--- config.mk ---
export PLATFORM = sky130hd
export DESIGN_NAME = vx_rop_csr_bank
export DESIGN_NICKNAME = d
export VERILOG_FILES = /design/src/rtl/vx_rop_csr_bank.sv
export SDC_FILE = /design/constraint.sdc
export NUM_CORES = 1
export LEC_CHECK = 0
export CORE_AREA = 10 10 116 118
export DETAILED_ROUTE_END_ITERATION = 8
export DIE_AREA = 0 0 126 128
export GPL_ROUTABILITY_DRIVEN = 0
export HOLD_SLACK_MARGIN = 0.1
export PLACE_DENSITY = 0.79
export SLEW_MARGIN = 0
export SYNTH_ARGS = -nofsm -noshare
export SYNTH_HDL_FRONTEND = slang
export SYNTH_SLANG_ARGS = --single-unit
export TNS_END_PERCENT = 5
--- constraint.sdc ---
create_clock -name clk -period 3.4 [get_ports clk]
set_input_delay 0.34 -clock clk [delete_from_list [all_inputs] [get_ports clk]]
set_output_delay 0.34 -clock clk [all_outputs]
set_load 0.01 [all_outputs]
--- src/rtl/vx_rop_csr_bank.sv ---
// Per-warp ROP control-state bank: CSR writes land in shadow registers and a
// COMMIT promotes them to the active state once the warp's ROP work drains.
module vx_rop_csr_bank #(
    parameter int          CORE_ID     = 0,
    parameter int          NUM_WARPS   = 4,
    parameter int          NUM_THREADS = 4,
    parameter int          RT_BITS     = 3,
    parameter int          SAMPLE_BITS = 2,
    parameter logic [11:0] CSR_BASE    = 12'h7D0
) (
    input  logic                                  clk,
    input  logic                                  reset,
    input  logic                                  write_enable,
    input  logic [11:0]                           write_addr,
    input  logic [$clog2(NUM_WARPS)-1:0]          write_wid,
    input  logic [NUM_THREADS-1:0]                write_tmask,
    input  logic [NUM_THREADS*32-1:0]             write_data,
    input  logic                                  read_enable,
    input  logic [11:0]                           read_addr,
    input  logic [$clog2(NUM_WARPS)-1:0]          read_wid,
    output logic                                  read_valid,
    output logic [NUM_THREADS*32-1:0]             read_data,
    input  logic [NUM_WARPS-1:0]                  rop_busy,
    output logic [NUM_WARPS*RT_BITS-1:0]          rop_rt_idx,
    output logic [NUM_WARPS*SAMPLE_BITS-1:0]      rop_sample_idx,
    output logic [NUM_WARPS-1:0]                  commit_pending
);

    localparam int          WID_BITS       = $clog2(NUM_WARPS);
    localparam logic [11:0] ADDR_RT        = CSR_BASE;
    localparam logic [11:0] ADDR_SAMPLE    = CSR_BASE + 12'd1;
    localparam logic [11:0] ADDR_COMMIT    = CSR_BASE + 12'd2;
    localparam logic [11:0] ADDR_STATUS    = CSR_BASE + 12'd3;
    localparam int          UNUSED_CORE_ID = CORE_ID;

    logic [RT_BITS-1:0]          shadow_rt_r     [NUM_WARPS];
    logic [SAMPLE_BITS-1:0]      shadow_sample_r [NUM_WARPS];
    logic [RT_BITS-1:0]          active_rt_r     [NUM_WARPS];
    logic [SAMPLE_BITS-1:0]      active_sample_r [NUM_WARPS];
    logic [NUM_WARPS-1:0]        pending_r;
    logic                        read_valid_r;
    logic [NUM_THREADS*32-1:0]   read_data_r;

    logic [NUM_THREADS-1:0]      lowest_lane_s;
    logic [31:0]                 wr_value_s;
    logic                        wr_active_s;
    logic                        wr_rt_s;
    logic                        wr_sample_s;
    logic                        wr_commit_s;
    logic [NUM_WARPS-1:0]        wr_hit_s;
    logic [NUM_WARPS-1:0]        apply_s;
    logic [NUM_WARPS-1:0]        pending_next_s;
    logic [31:0]                 rd_word_s;
    logic                        unused_value_s;

    // Pick the data lane of the lowest active thread (one-hot via two's complement)
    always_comb begin
        lowest_lane_s = write_tmask & (~write_tmask + {{(NUM_THREADS-1){1'b0}}, 1'b1});
        wr_value_s    = 32'd0;
        for (int i = 0; i < NUM_THREADS; i++) begin
            wr_value_s = wr_value_s | (write_data[i*32 +: 32] & {32{lowest_lane_s[i]}});
        end
    end

    assign unused_value_s = ^wr_value_s;
    assign wr_active_s    = write_enable & (|write_tmask);
    assign wr_rt_s        = wr_active_s & (write_addr == ADDR_RT);
    assign wr_sample_s    = wr_active_s & (write_addr == ADDR_SAMPLE);
    assign wr_commit_s    = wr_active_s & (write_addr == ADDR_COMMIT);

    // Per-warp commit decision: apply when idle, otherwise remember the request
    always_comb begin
        wr_hit_s       = {NUM_WARPS{1'b0}};
        apply_s        = {NUM_WARPS{1'b0}};
        pending_next_s = pending_r;
        for (int w = 0; w < NUM_WARPS; w++) begin
            wr_hit_s[w] = (write_wid == WID_BITS'(w));
            if (!rop_busy[w]) begin
                apply_s[w]        = pending_r[w] | (wr_commit_s & wr_hit_s[w]);
                pending_next_s[w] = 1'b0;
            end else begin
                apply_s[w]        = 1'b0;
                pending_next_s[w] = pending_r[w] | (wr_commit_s & wr_hit_s[w]);
            end
        end
    end

    // Shadow, active and pending state; commits copy the shadow as of cycle start
    always_ff @(posedge clk) begin
        if (reset) begin
            for (int w = 0; w < NUM_WARPS; w++) begin
                shadow_rt_r[w]     <= {RT_BITS{1'b0}};
                shadow_sample_r[w] <= {SAMPLE_BITS{1'b0}};
                active_rt_r[w]     <= {RT_BITS{1'b0}};
                active_sample_r[w] <= {SAMPLE_BITS{1'b0}};
            end
            pending_r <= {NUM_WARPS{1'b0}};
        end else begin
            for (int w = 0; w < NUM_WARPS; w++) begin
                if (apply_s[w]) begin
                    active_rt_r[w]     <= shadow_rt_r[w];
                    active_sample_r[w] <= shadow_sample_r[w];
                end
                if (wr_rt_s && wr_hit_s[w]) begin
                    shadow_rt_r[w] <= wr_value_s[RT_BITS-1:0];
                end
                if (wr_sample_s && wr_hit_s[w]) begin
                    shadow_sample_r[w] <= wr_value_s[SAMPLE_BITS-1:0];
                end
            end
            pending_r <= pending_next_s;
        end
    end

    // Read-port word selection from the register values at cycle start
    always_comb begin
        rd_word_s = 32'd0;
        case (read_addr)
            ADDR_RT:     rd_word_s = 32'(shadow_rt_r[read_wid]);
            ADDR_SAMPLE: rd_word_s = 32'(shadow_sample_r[read_wid]);
            ADDR_STATUS: begin
                rd_word_s[0]                 = pending_r[read_wid];
                rd_word_s[4 +: RT_BITS]      = active_rt_r[read_wid];
                rd_word_s[16 +: SAMPLE_BITS] = active_sample_r[read_wid];
            end
            default:     rd_word_s = 32'd0;
        endcase
    end

    // Registered read port; data holds between reads
    always_ff @(posedge clk) begin
        if (reset) begin
            read_valid_r <= 1'b0;
            read_data_r  <= {(NUM_THREADS*32){1'b0}};
        end else begin
            read_valid_r <= read_enable;
            if (read_enable) begin
                read_data_r <= {NUM_THREADS{rd_word_s}};
            end
        end
    end

    assign read_valid     = read_valid_r;
    assign read_data      = read_data_r;
    assign commit_pending = pending_r;

    for (genvar w = 0; w < NUM_WARPS; w++) begin : g_out
        assign rop_rt_idx[w*RT_BITS +: RT_BITS]             = active_rt_r[w];
        assign rop_sample_idx[w*SAMPLE_BITS +: SAMPLE_BITS] = active_sample_r[w];
    end

`ifdef DBG_TRACE_ROP
    // Trace of CSR writes and commit applies
    always_ff @(posedge clk) begin
        if (!reset) begin
            if (wr_active_s) begin
                $display("%t: core%0d-rop-csr-write: wid=%0d, addr=0x%0h, value=0x%0h",
                         $time, UNUSED_CORE_ID, write_wid, write_addr, wr_value_s);
            end
            for (int w = 0; w < NUM_WARPS; w++) begin
                if (apply_s[w]) begin
                    $display("%t: core%0d-rop-csr-commit: wid=%0d, addr=0x%0h, rt=%0d, sample=%0d",
                             $time, UNUSED_CORE_ID, w, ADDR_COMMIT, shadow_rt_r[w], shadow_sample_r[w]);
                end
            end
        end
    end
`endif

endmodule

==> flow_summary.toml <==
[detailed_routing]
wl_um = 9310
routed_via_density = 4.40
drt_pre_antenna_iters = 5
vias = 2522
route.detailed.drc = 0
wire_per_inst_um = 16.2
drtIter0Drc = 143
ant_nets = 0

[floorplanning]
fp.coreArea_um2 = 11200
die_x_um = 126
rows = 39
die_area_um2 = 16100
start_util = 0.313
io_pins = 321
fp.dieH_um = 128

[synth]
synth_top_area_cell = "edfxtp_1"
yosys_warnings = 0
synth.area.top_cells = "edfxtp_1 34%, buf_4 26%, dfxtp_1 7.4%"
yosysSeqAreaShare = 0.416
synth.cell_area_um2 = 3510
syn_inst = 347
yosysTopAreaCellShare = 0.342
ys_types = 28
avgSynthCellArea_um2 = 10.1
synth_seq_cells = 53

[timing]
clock_skew_ps = 5.84
fmax_mhz = 397
fin_ws_ps = 883
finalHoldViolCount = 0
worstMarginPinSlew_ps = 1240
post-route-min-period_ps = 2520
final-setup-viol-count = 0
whs_ps = 533
relSlewSlack = 0.169
slew_violations = 0
grt_setup_unrepaired = "false"
min_period_over_period = 0.740
fin_setup_tns_ps = 0

[clocking]
cts_tree = "yes"
cts-hold-fix-buffers = 0
clk_pin_slew_ps = 60
post-cts-setup-buffers = 0
clkSinkCount = 53
clockBufferDepth = 2
clock-root-buffer = "clkbuf_16"
clock_latency_ps = 290
cts_made_buffers = 5
cts-resized-gates = 0
htreeDepth = 2

[place]
dp_slack_ps = 587
numPortBuffers = 108
place_hpwl_um = 7830

[setup_path]
critPathKind = "in -> reg"
required_ps = 3370
cp-start-kind = "input pin"
cp_slowest_cell = "clkdlybuf4s50_1"
crit_buf_inv = 1
slowest_delay_ps = 590
crit_family = "simple AND/OR/NAND/NOR gates"
rr_worst_depth = 4
ff2ff_setup_slack_ps = 1900
endpoint_kind = "register"
r2r-end = "read_data[97]"
worstPathArrival_ps = 2480
rr_startpoint = "shadow_sample_r[2][1]"
crit_chain = "clkdlybuf4s50_1 -> nor4_1 -> or4_1 -> or3_1 -> o21bai_1"
cp_max_fo = 16

[layout]
nets = 597
final_util = 0.389
area_growth_pct = 24.2
antennaDiodeCount = 0
drive_above_1_share = 0.0651

[pwr]
peakVddDrop_uv = 184
p_leak_nw = 1.57
powerDensity_nw_per_um2 = 344

[global_routing]
grt-ovfl-total = 0
grt_antenna_before_repair = 0
grt_usage = 0.105
grt_max_degree = 40
grt_pass1_wl_um = 14000
grt_pass1_vias = 2797

[hold_path]
hp-class = "reg -> reg"
hold-path-cell-count = 2
hold_end = "read_data[98]"
hold_start = "read_data[98]"

[flow_run]
max-cap-violations = 0

[status]
outcome = "finished, final reports clean"
## final cells by class
type,count,area [um2]
clock buffer,7,154
clock inverter,1,8.76
fill,1094,6860
inverter,3,11.3
multi-input combinational,254,1440
sequential,53,1460
tap,143,179
timing repair buffer,112,1110
## layer usage
metal,part of all wire,vias up,track usage
met4,0.010,0,0.0375
met3,0.11,9,0.0484
li1,-,1175,-
met5,0,-,0
met1,0.38,1183,0.103
met2,0.50,155,0.191
## power breakdown
group	total, mW	switching, mW	internal, mW	leakage, nW
clock	0.538	0.219	0.319	0.0792
sequential	0.728	0.0139	0.714	0.503
combinational	0.235	0.131	0.104	0.992
## synth_stat cells
master,number
a21oi_1,16
a221o_1,3
a22oi_1,3
buf_1,6
buf_4,120
buf_6,2
clkbuf_1,4
conb_1,1
dfxtp_1,13
edfxtp_1,40
inv_1,3
mux2_2,2
mux4_2,11
nand2_1,22
nand2b_1,5
nand3b_1,3
nand4_1,1
nand4b_1,2
nand4bb_1,1
nor2_1,34
nor2b_1,9
nor3b_1,4
nor4_1,24
o21bai_1,12
or2_2,1
or3_1,1
or3b_2,3
or4_1,1
## worst max path at each step
stage	depth (start not counted)	end	startpoint	slack, ps
finish	5	shadow_rt_r[3][1]	write_tmask[1]	880
global route	5	shadow_rt_r[1][1]	write_tmask[0]	730
CTS	5	shadow_rt_r[2][0]	write_tmask[1]	890
detailed placement	5	shadow_rt_r[2][0]	write_tmask[1]	590
global placement	5	shadow_rt_r[3][1]	write_tmask[1]	660
floorplan	6	shadow_rt_r[3][0]	write_addr[2]	1230
## layout by cell type (no fill, tap or decap), drive strengths merged, types with 4 or more instances in the layout
cell type	Yosys	final
clkdlybuf4s50	0	108
conb	1	96
edfxtp	40	40
nor2	34	34
nor4	24	24
nand2	22	22
a21oi	16	16
dfxtp	13	13
o21bai	12	12
mux4	11	11
nor2b	9	9
clkbuf	4	7
nand2b	5	5
nor3b	4	4
buf	128	4
## flip-flops by register name, summed over array words and instances, names as in the netlist
name and cells:
read_valid 1, commit_pending 4, active_sample_r 8, shadow_rt_r 12
active_rt_r 12, shadow_sample_r 8, read_data 8
## tightest hold or removal path: cells and delay by family, from the launching register on
family          cells  cell delay, ps
compound gates      1              60
flops               1             340
simple gates        1              80
## logic make-up (layout without fill, tap and decap cells)
group | Yosys count | in the layout | share of synthesized area
compound gates | 34 | 34 | 0.0634
mux | 13 | 13 | 0.0770
flops | 53 | 53 | 0.416
other cells | 1 | 96 | 0.00107
buf+inv | 135 | 123 | 0.277
simple gates | 111 | 111 | 0.166
## metrics by stage
step                instances  cell area (um2)  power, mW
global route              573             4360       1.55
finish                    573             4360       1.50
detailed placement        565             4200      0.970
CTS                       573             4360       1.50
global placement          565             4200      0.962
floorplan                 442             3870      0.943
(Power assumes the default switching activity.)
